File: config.mk
export PLATFORM = sky130hd
export DESIGN_NAME = asrv32_dmem_arbiter
export DESIGN_NICKNAME = d
export VERILOG_FILES = /design/src/rtl/asrv32_dmem_arbiter.sv
export SDC_FILE = /design/constraint.sdc
export NUM_CORES = 1
export LEC_CHECK = 0
export ABC_AREA = 0
export CAP_MARGIN = 5
export CORE_AREA = 3 3 120 122
export DETAILED_ROUTE_END_ITERATION = 7
export DIE_AREA = 0 0 123 125
export PLACE_DENSITY = 0.66
export SETUP_SLACK_MARGIN = 0.05
export SYNTH_ARGS = -nofsm -noshare
export SYNTH_HDL_FRONTEND = slang
export SYNTH_SLANG_ARGS = --single-unit
File: constraint.sdc
create_clock -name clk -period 2 [get_ports clk]
set_clock_uncertainty 0.1 [all_clocks]
set_input_delay 0.4 -clock clk [delete_from_list [all_inputs] [get_ports clk]]
set_output_delay 0.4 -clock clk [all_outputs]
set_load 0.1 [all_outputs]
File: src/rtl/asrv32_dmem_arbiter.sv
// Two-master arbiter for the single-port data RAM: the core (port 0) normally wins,
// the loader (port 1) is forced through after STARVE_LIMIT consecutive waiting cycles.
module asrv32_dmem_arbiter #(
    parameter logic [31:0] RAM_BASE     = 32'h0000_0000,
    parameter int unsigned RAM_DEPTH    = 8192,
    parameter int unsigned MEM_LAT      = 1,
    parameter int unsigned STARVE_LIMIT = 8
) (
    input  logic        clk,
    input  logic        rst,
    input  logic        p0_stb,
    input  logic        p0_wr_en,
    input  logic [31:0] p0_addr,
    input  logic [31:0] p0_wdata,
    input  logic [3:0]  p0_wr_mask,
    output logic        p0_ack,
    output logic        p0_rvalid,
    output logic [31:0] p0_rdata,
    output logic        p0_err,
    input  logic        p1_stb,
    input  logic        p1_wr_en,
    input  logic [31:0] p1_addr,
    input  logic [31:0] p1_wdata,
    input  logic [3:0]  p1_wr_mask,
    output logic        p1_ack,
    output logic        p1_rvalid,
    output logic [31:0] p1_rdata,
    output logic        p1_err,
    output logic        mem_rd_en,
    output logic        mem_wr_en,
    output logic [31:0] mem_addr,
    output logic [31:0] mem_data_in,
    output logic [3:0]  mem_wr_mask,
    input  logic [31:0] mem_data_out
);
    localparam int          LAT     = int'(MEM_LAT);
    localparam logic [31:0] DEPTH_W = 32'(RAM_DEPTH);
    localparam logic [7:0]  LIMIT_W = 8'(STARVE_LIMIT);

    typedef enum logic [0:0] {
        CORE_PRI   = 1'b0,
        LOADER_PRI = 1'b1
    } arb_state_t;

    typedef struct packed {
        logic valid;
        logic port;
        logic err;
    } resp_tag_t;

    // Unsigned wrap-around makes addresses below RAM_BASE land far out of range.
    function automatic logic addr_in_range(input logic [31:0] addr);
        logic [31:0] off;
        off = addr - RAM_BASE;
        return (off < DEPTH_W);
    endfunction

    arb_state_t  state_r;
    logic [7:0]  starve_cnt_r;
    resp_tag_t   tag_pipe_r [LAT];

    logic        gnt0_s;
    logic        gnt1_s;
    logic        gnt_any_s;
    logic        sel_wr_s;
    logic [31:0] sel_addr_s;
    logic [31:0] sel_wdata_s;
    logic [3:0]  sel_mask_s;
    logic [31:0] sel_off_s;
    logic        sel_in_range_s;
    logic [7:0]  starve_nxt_s;
    resp_tag_t   new_tag_s;
    resp_tag_t   out_tag_s;

    // Grant selection: at most one port per cycle, nothing while in reset.
    always_comb begin
        gnt0_s = 1'b0;
        gnt1_s = 1'b0;
        if (rst) begin
            gnt0_s = 1'b0;
            gnt1_s = 1'b0;
        end else begin
            case (state_r)
                CORE_PRI: begin
                    gnt0_s = p0_stb;
                    gnt1_s = p1_stb & ~p0_stb;
                end
                LOADER_PRI: begin
                    gnt1_s = p1_stb;
                    gnt0_s = p0_stb & ~p1_stb;
                end
                default: begin
                    gnt0_s = 1'b0;
                    gnt1_s = 1'b0;
                end
            endcase
        end
    end

    assign gnt_any_s = gnt0_s | gnt1_s;
    assign p0_ack    = gnt0_s;
    assign p1_ack    = gnt1_s;

    // Request mux towards the RAM, driven by the granted port.
    always_comb begin
        sel_wr_s    = 1'b0;
        sel_addr_s  = 32'h0;
        sel_wdata_s = 32'h0;
        sel_mask_s  = 4'h0;
        if (gnt1_s) begin
            sel_wr_s    = p1_wr_en;
            sel_addr_s  = p1_addr;
            sel_wdata_s = p1_wdata;
            sel_mask_s  = p1_wr_mask;
        end else begin
            sel_wr_s    = p0_wr_en;
            sel_addr_s  = p0_addr;
            sel_wdata_s = p0_wdata;
            sel_mask_s  = p0_wr_mask;
        end
    end

    assign sel_off_s      = sel_addr_s - RAM_BASE;
    assign sel_in_range_s = addr_in_range(sel_addr_s);

    // RAM strobes: out-of-range accesses are acked but never reach the RAM.
    always_comb begin
        mem_rd_en   = 1'b0;
        mem_wr_en   = 1'b0;
        mem_addr    = 32'h0;
        mem_data_in = 32'h0;
        mem_wr_mask = 4'h0;
        if (gnt_any_s && sel_in_range_s) begin
            mem_rd_en = ~sel_wr_s;
            mem_wr_en = sel_wr_s;
            mem_addr  = sel_off_s & 32'hFFFF_FFFC;
            if (sel_wr_s) begin
                mem_data_in = sel_wdata_s;
                mem_wr_mask = sel_mask_s;
            end else begin
                mem_data_in = 32'h0;
                mem_wr_mask = 4'h0;
            end
        end else begin
            mem_rd_en = 1'b0;
            mem_wr_en = 1'b0;
        end
    end

    // Saturating count of cycles the loader has waited without being served.
    always_comb begin
        starve_nxt_s = 8'd0;
        if (p1_stb && !gnt1_s) begin
            if (starve_cnt_r == 8'hFF) begin
                starve_nxt_s = starve_cnt_r;
            end else begin
                starve_nxt_s = starve_cnt_r + 8'd1;
            end
        end else begin
            starve_nxt_s = 8'd0;
        end
    end

    // Arbitration FSM and starvation counter.
    always_ff @(posedge clk) begin
        if (rst) begin
            state_r      <= CORE_PRI;
            starve_cnt_r <= 8'd0;
        end else begin
            starve_cnt_r <= starve_nxt_s;
            case (state_r)
                CORE_PRI: begin
                    if (starve_nxt_s >= LIMIT_W) begin
                        state_r <= LOADER_PRI;
                    end else begin
                        state_r <= CORE_PRI;
                    end
                end
                LOADER_PRI: begin
                    if (gnt1_s || !p1_stb) begin
                        state_r <= CORE_PRI;
                    end else begin
                        state_r <= LOADER_PRI;
                    end
                end
                default: state_r <= CORE_PRI;
            endcase
        end
    end

    // Reads and any out-of-range access produce a response; in-range writes do not.
    always_comb begin
        new_tag_s.valid = gnt_any_s & (~sel_in_range_s | ~sel_wr_s);
        new_tag_s.port  = gnt1_s;
        new_tag_s.err   = ~sel_in_range_s;
    end

    // Response tag pipeline aligned with the RAM read latency.
    always_ff @(posedge clk) begin
        if (rst) begin
            for (int i = 0; i < LAT; i++) begin
                tag_pipe_r[i] <= '0;
            end
        end else begin
            tag_pipe_r[0] <= new_tag_s;
            for (int i = 1; i < LAT; i++) begin
                tag_pipe_r[i] <= tag_pipe_r[i-1];
            end
        end
    end

    assign out_tag_s = tag_pipe_r[LAT-1];

    // Route the retiring response to its issuing port; errored responses carry zero data.
    always_comb begin
        p0_rvalid = out_tag_s.valid & ~out_tag_s.port;
        p1_rvalid = out_tag_s.valid & out_tag_s.port;
        p0_err    = p0_rvalid & out_tag_s.err;
        p1_err    = p1_rvalid & out_tag_s.err;
        p0_rdata  = 32'h0;
        p1_rdata  = 32'h0;
        if (out_tag_s.valid && !out_tag_s.err) begin
            if (out_tag_s.port) begin
                p1_rdata = mem_data_out;
            end else begin
                p0_rdata = mem_data_out;
            end
        end else begin
            p0_rdata = 32'h0;
            p1_rdata = 32'h0;
        end
    end
endmodule

; ---- After elaboration in Yosys (flattened, before gate mapping)
; Memories as Yosys holds them, arrays and structs flattened.
; Index checks and enable logic that the tools add are counted.
[word_totals]
regBits = 9
ram_bits = 3
inputBits = 174
out_inout_bits = 140
wordCells = 59
mem_count = 1
[classes]
n_addsub = 1
magnitude_cmp = 2
n_eq_ne = 1
n_mux = 29
bitwise = 15
reduce_logical = 8
[mem_list]
columns = memory, words, word_bits, rd, rd_ports_with_merged_regs, write_ports, line
row1 = tag_pipe_r, 1, 3, 1, 0, 1, 60  ; resp_tag_t tag_pipe_r [LAT];
[op_table]
columns = op, count
row1 = 32-bit 2-to-1 mux, 9
row2 = 32-bit by 14-bit < comparator with 1-bit output (second input constant), 1
row3 = 8-bit 2-to-1 mux, 2
row4 = 4-bit 2-to-1 mux, 3
row5 = 1-bit 2-to-1 mux, 11
row6 = 8-bit by 1-bit adder with 8-bit output (second input constant), 1
row7 = 8-bit == test (second input constant), 1
row8 = 8-bit by 4-bit >= comparator with 1-bit output (second input constant), 1
row9 = 1-bit bitwise AND, 7
row10 = 1-bit NOT, 6
row11 = 1-bit one-hot mux with 2 select lines, 3
row12 = 1-bit logical AND, 3
row13 = 1-bit logical NOT, 3
row14 = 3-bit 2-to-1 mux, 1
row15 = 3-bit OR reduction, 1
row16 = 1-bit bitwise OR, 2
row17 = 1-bit logical OR, 1

; ---- Longest topological paths before layout
[depth]
depth_word = 10
ltp_mapped = 7
mapped_depth_nobuf = 6

; ---- Worst setup path after synthesis
; No wires, ideal clock.
[synth_path]
path_type = input to output
from = in p1_addr[27]
to = out mem_rd_en
t_arrival_ps = 3368
required_ps = 1500
slack_ps = -1868
path_stages = 5
n_path_buf = 0
path_cell_list = nor4_1 > nand2_1 > nor3_4 > or2_2 > nor3b_1
[synth_via]
elab_chain_cells = 4
[synth_lines]
columns = item, line
row1 = from (decl), 22  ; input logic [31:0] p1_addr,
row2 = 32-bit 2-to-1 mux, 110  ; if (gnt1_s) begin
row3 = 32-bit by 14-bit < comparator with 1-bit output, 55  ; return (off < DEPTH_W);
row4 = 1-bit logical AND, 133  ; if (gnt_any_s && sel_in_range_s) begin
row5 = 1-bit 2-to-1 mux, 133
row6 = to (decl), 29  ; output logic mem_rd_en,
; Every way passes these cells.

; ---- Worst setup path in the final report
[layout_path]
from = in p1_addr[23]
to = out mem_data_in[11]
[layout_via]
elab_chain_cells = 4
[layout_lines]
columns = item, line
row1 = 32-bit 2-to-1 mux, 110
row2 = 32-bit by 14-bit < comparator with 1-bit output, 55
row3 = 1-bit logical AND, 133
row4 = 32-bit 2-to-1 mux, 133
row5 = to (decl), 32  ; output logic [31:0] mem_data_in,
; Every way passes these cells.

==> results <==
[through the flow]
stage / power [mW] / setup slack [ns] / util (%) / std cells / area [um2]
4_1_cts: 1.83 / -0.612 / 55.9 / 848 / 7430
3_5_place_dp: 1.42 / -0.947 / 52.7 / 830 / 7010
3_3_place_gp: 1.41 / -0.919 / 52.7 / 830 / 7010
2_1_floorplan: 0.892 / -0.547 / - / 389 / 2740
5_1_grt: 1.90 / -0.591 / 55.8 / 850 / 7420
6_report: 1.83 / -0.515 / 55.8 / 850 / 7420
[what timing repair did]
item,4_1_cts,5_1_grt
endpoints found under the hold margin,0,0
pin swaps,40,26
cloned,4,1
gates resized for setup,130,35
setup endpoints to repair,54,51
buffers inserted,10,2
[report_power, final]
part	switching [mW]	internal, mW	total (mW)
registers	0.00258	0.244	0.247
logic	0.702	0.467	1.17
clock network	0.108	0.302	0.410
[path summary, 6_finish.rpt]
kind,depth (start not counted),end
setup / recovery,10,mem_data_in[11]
hold / removal,3,tag_pipe_r[0][0]
setup reg to reg,10,tag_pipe_r[0][2]
hold reg to reg,2,starve_cnt_r[1]
[cell type report]
type	instances	area (um2)
Timing Repair Buffer	327	4500
Fill cell	1146	5880
Tap cell	176	220
Antenna cell	2	5.00
Clock buffer	4	88.8
Multi-Input combinational cell	323	2320
Inverter	6	40.0
Sequential cell	12	240
[worst reg2reg max path: cells and delay by family, from the launching register on]
family	cells	cell delay [ns]
buffers and inverters	5	0.62
AND/OR/NAND/NOR	4	0.52
AO/OA/AOI/OAI	1	0.11
flip-flops	1	0.31
[sequential cells by signal, summed over array words and instances, names as in the netlist]
register      flops
starve_cnt_r      8
state_r           1
tag_pipe_r        3
[routing by layer]
metal | vias to the layer above | track usage [%] | share of wire [%]
met1 | 1656 | 18.0 | 33
met3 | 28 | 5.10 | 11
li1 | 1776 | - | -
met5 | - | 0 | 0
met2 | 223 | 31.9 | 52
met4 | 0 | 6.06 | 3.5
[kinds of logic (layout without fill, tap and decap cells)]
kind of cell | Yosys count | in the layout | share of synthesized area [%]
muxes | 3 | 3 | 1.66
DFF | 12 | 12 | 11.4
AOI/OAI and AO/OA | 61 | 61 | 22.2
adders and majority gates | 1 | 1 | 0.591
buffers and inverters | 54 | 337 | 14.9
and+or+nand+nor | 235 | 235 | 48.3
other | 1 | 23 | 0.177
xor gates and xnor gates | 2 | 2 | 0.828
[cell usage in the layout, fill, tap and decap left out, types with 3 or more instances in the layout]
cell type,n
inv_1,3
conb_1,21
buf_4,17
a21oi_1,4
o21ai_0,3
clkbuf_2,11
clkbuf_16,4
buf_2,9
nor2_4,13
nand2_1,109
nand3_1,3
nor2_2,32
nor2_1,41
a22oi_2,11
and3_1,3
clkdlybuf4s15_1,10
buf_12,131
dfxtp_1,12
clkdlybuf4s50_1,128
nor3_1,3
nor4_4,6
buf_6,11
a21oi_4,36
dlygate4sd2_1,7
==> summary.md <==
| Metric | Value |
|---|---|
| Hold WS | `0.399 ns` |
| CTS buffer count | `3` |
| Synth cell count leaders | `nand2_1 (111), nor2_1 (86), a21oi_2 (29), buf_4 (21), clkbuf_1 (14)` |
| Reg2reg setup slack | `about 0.27 ns` |
| CP top delay family | `buffers and inverters` |
| Setup crit end kind | `output port` |
| First-pass GRT wire length | `approximately 21000 um` |
| Mean post-synth cell area | `between 5 and 6 um2` |
| Slowest Stage Delay on Critical Path | `0.33 ns` |
| Total number of vias | `3683` |
| Vias in the first global route | `3889` |
| Power per standard cell area | `between 200 and 250 mW/mm2` |
| Worst vdd ir | `0.247 mV` |
| Routed WL | `14000 um` |
| Initial antenna violation count | `2` |
| Post-Syn Instances | `369` |
| Cell area after synthesis | `~0.0021 mm2` |
| DIE WIDTH | `123 um` |
| Largest net degree at the start of global routing | `38` |
| # rows | `42` |
| Hold_sp | `rst` |
| Max Freq | `398 MHz` |
| Die area | `0.0154 mm2` |
| Largest fanout on the critical path | `5` |
| Routed length per placed instance | `16.5 um` |
| GRT Util Overall | `17.1%` |
| Most numerous cell in the Yosys netlist | `nand2_1` |
| DR DRC count | `0` |
| Kind of critical path | `in -> out` |
| Dominant cell type by area after synthesis | `nand2_1` |
| Final setup margin | `-0.515 ns` |
| Root Buffer | `clkbuf_16` |
| RSZ-0062 raised after global routing | `true` |
| CP cell instances | `buf_2, nor4_4, nand3_4, nor3_4, buf_6, o211ai_4, buf_12, buf_12, a21oi_4, buf_12` |
| DRT iter0 DRCs | `69` |
| EDFF count, synth | `0` |
| Tcrit/Tclk final | `126%` |
| Clk sinks | `12` |
| # IOs | `314` |
| Clock tree from TritonCTS | `built` |
| Distinct cells, synth | `40` |
| Final Hold Fails | `0` |
| Critical Path Source Type | `primary input` |
| 1st-pass router iterations | `4` |
| Hold Crit Class | `in -> reg` |
| Register area share after synthesis | `11.4%` |
| Crit path from | `p1_addr[23]` |
| Insertion delay to the later sink of the worst-skew pair | `between 0.2 and 0.25 ns` |
| Final HPWL DP | `11800 um` |
| Die height | `125 um` |
| Slowest stage cell, crit path | `nor4_4` |
| Endpoint arrival time on the critical path | `around 2.0 ns` |
| Leakage | `between 2 and 3 nW` |
| Core ar. | `0.0133 mm2` |
| Synth Warn # | `0` |
| Hold Buf Count CTS | `0` |
| CTS H-tree lvls | `1` |
| Endpoints failing setup | `49` |
| CP bufs+invs | `5` |
| Async SR Flop Fraction | `0%` |
| Setup TNS | `-22.52 ns` |
| Outcome | `finished, violations left` |
| DR vias/cell | `about 4.3` |
| GRT overflow | `0` |
| Seq cells post-synth | `12` |
| Starting Density | `15.9%` |
| Final nets | `848` |
| Max-slew violation count | `0` |
| Tmin final | `2.51 ns` |
| Final ANT Viol Nets | `0` |
| Layout area overhead | `251%` |
| I/O Buffers | `288` |
| Yosys top cell area share | `19.7%` |
| Clk pin slew, worst setup/hold paths | `0.04 ns` |
| Clock buffer depth | `2` |
| Worst r2r src | `state_r` |
| Synth area leaders | `nand2_1 (20%), nor2_1 (15%), a21oi_2 (12%), dfxtp_1 (11%), buf_4 (7.5%)` |
| Crit path required time | `around 1.5 ns` |
| RePlAce Congestion | `0.859` |
| Main flop type after synthesis | `dfxtp_1` |
| Failing checks | `setup timing` |
| Share of layout cells above drive strength 1 | `45.7%` |
| Most frequent cell on the critical path | `buf_12` |
| Number of max-cap violations | `0` |
Note: power is estimated with default switching activity, not from simulation.
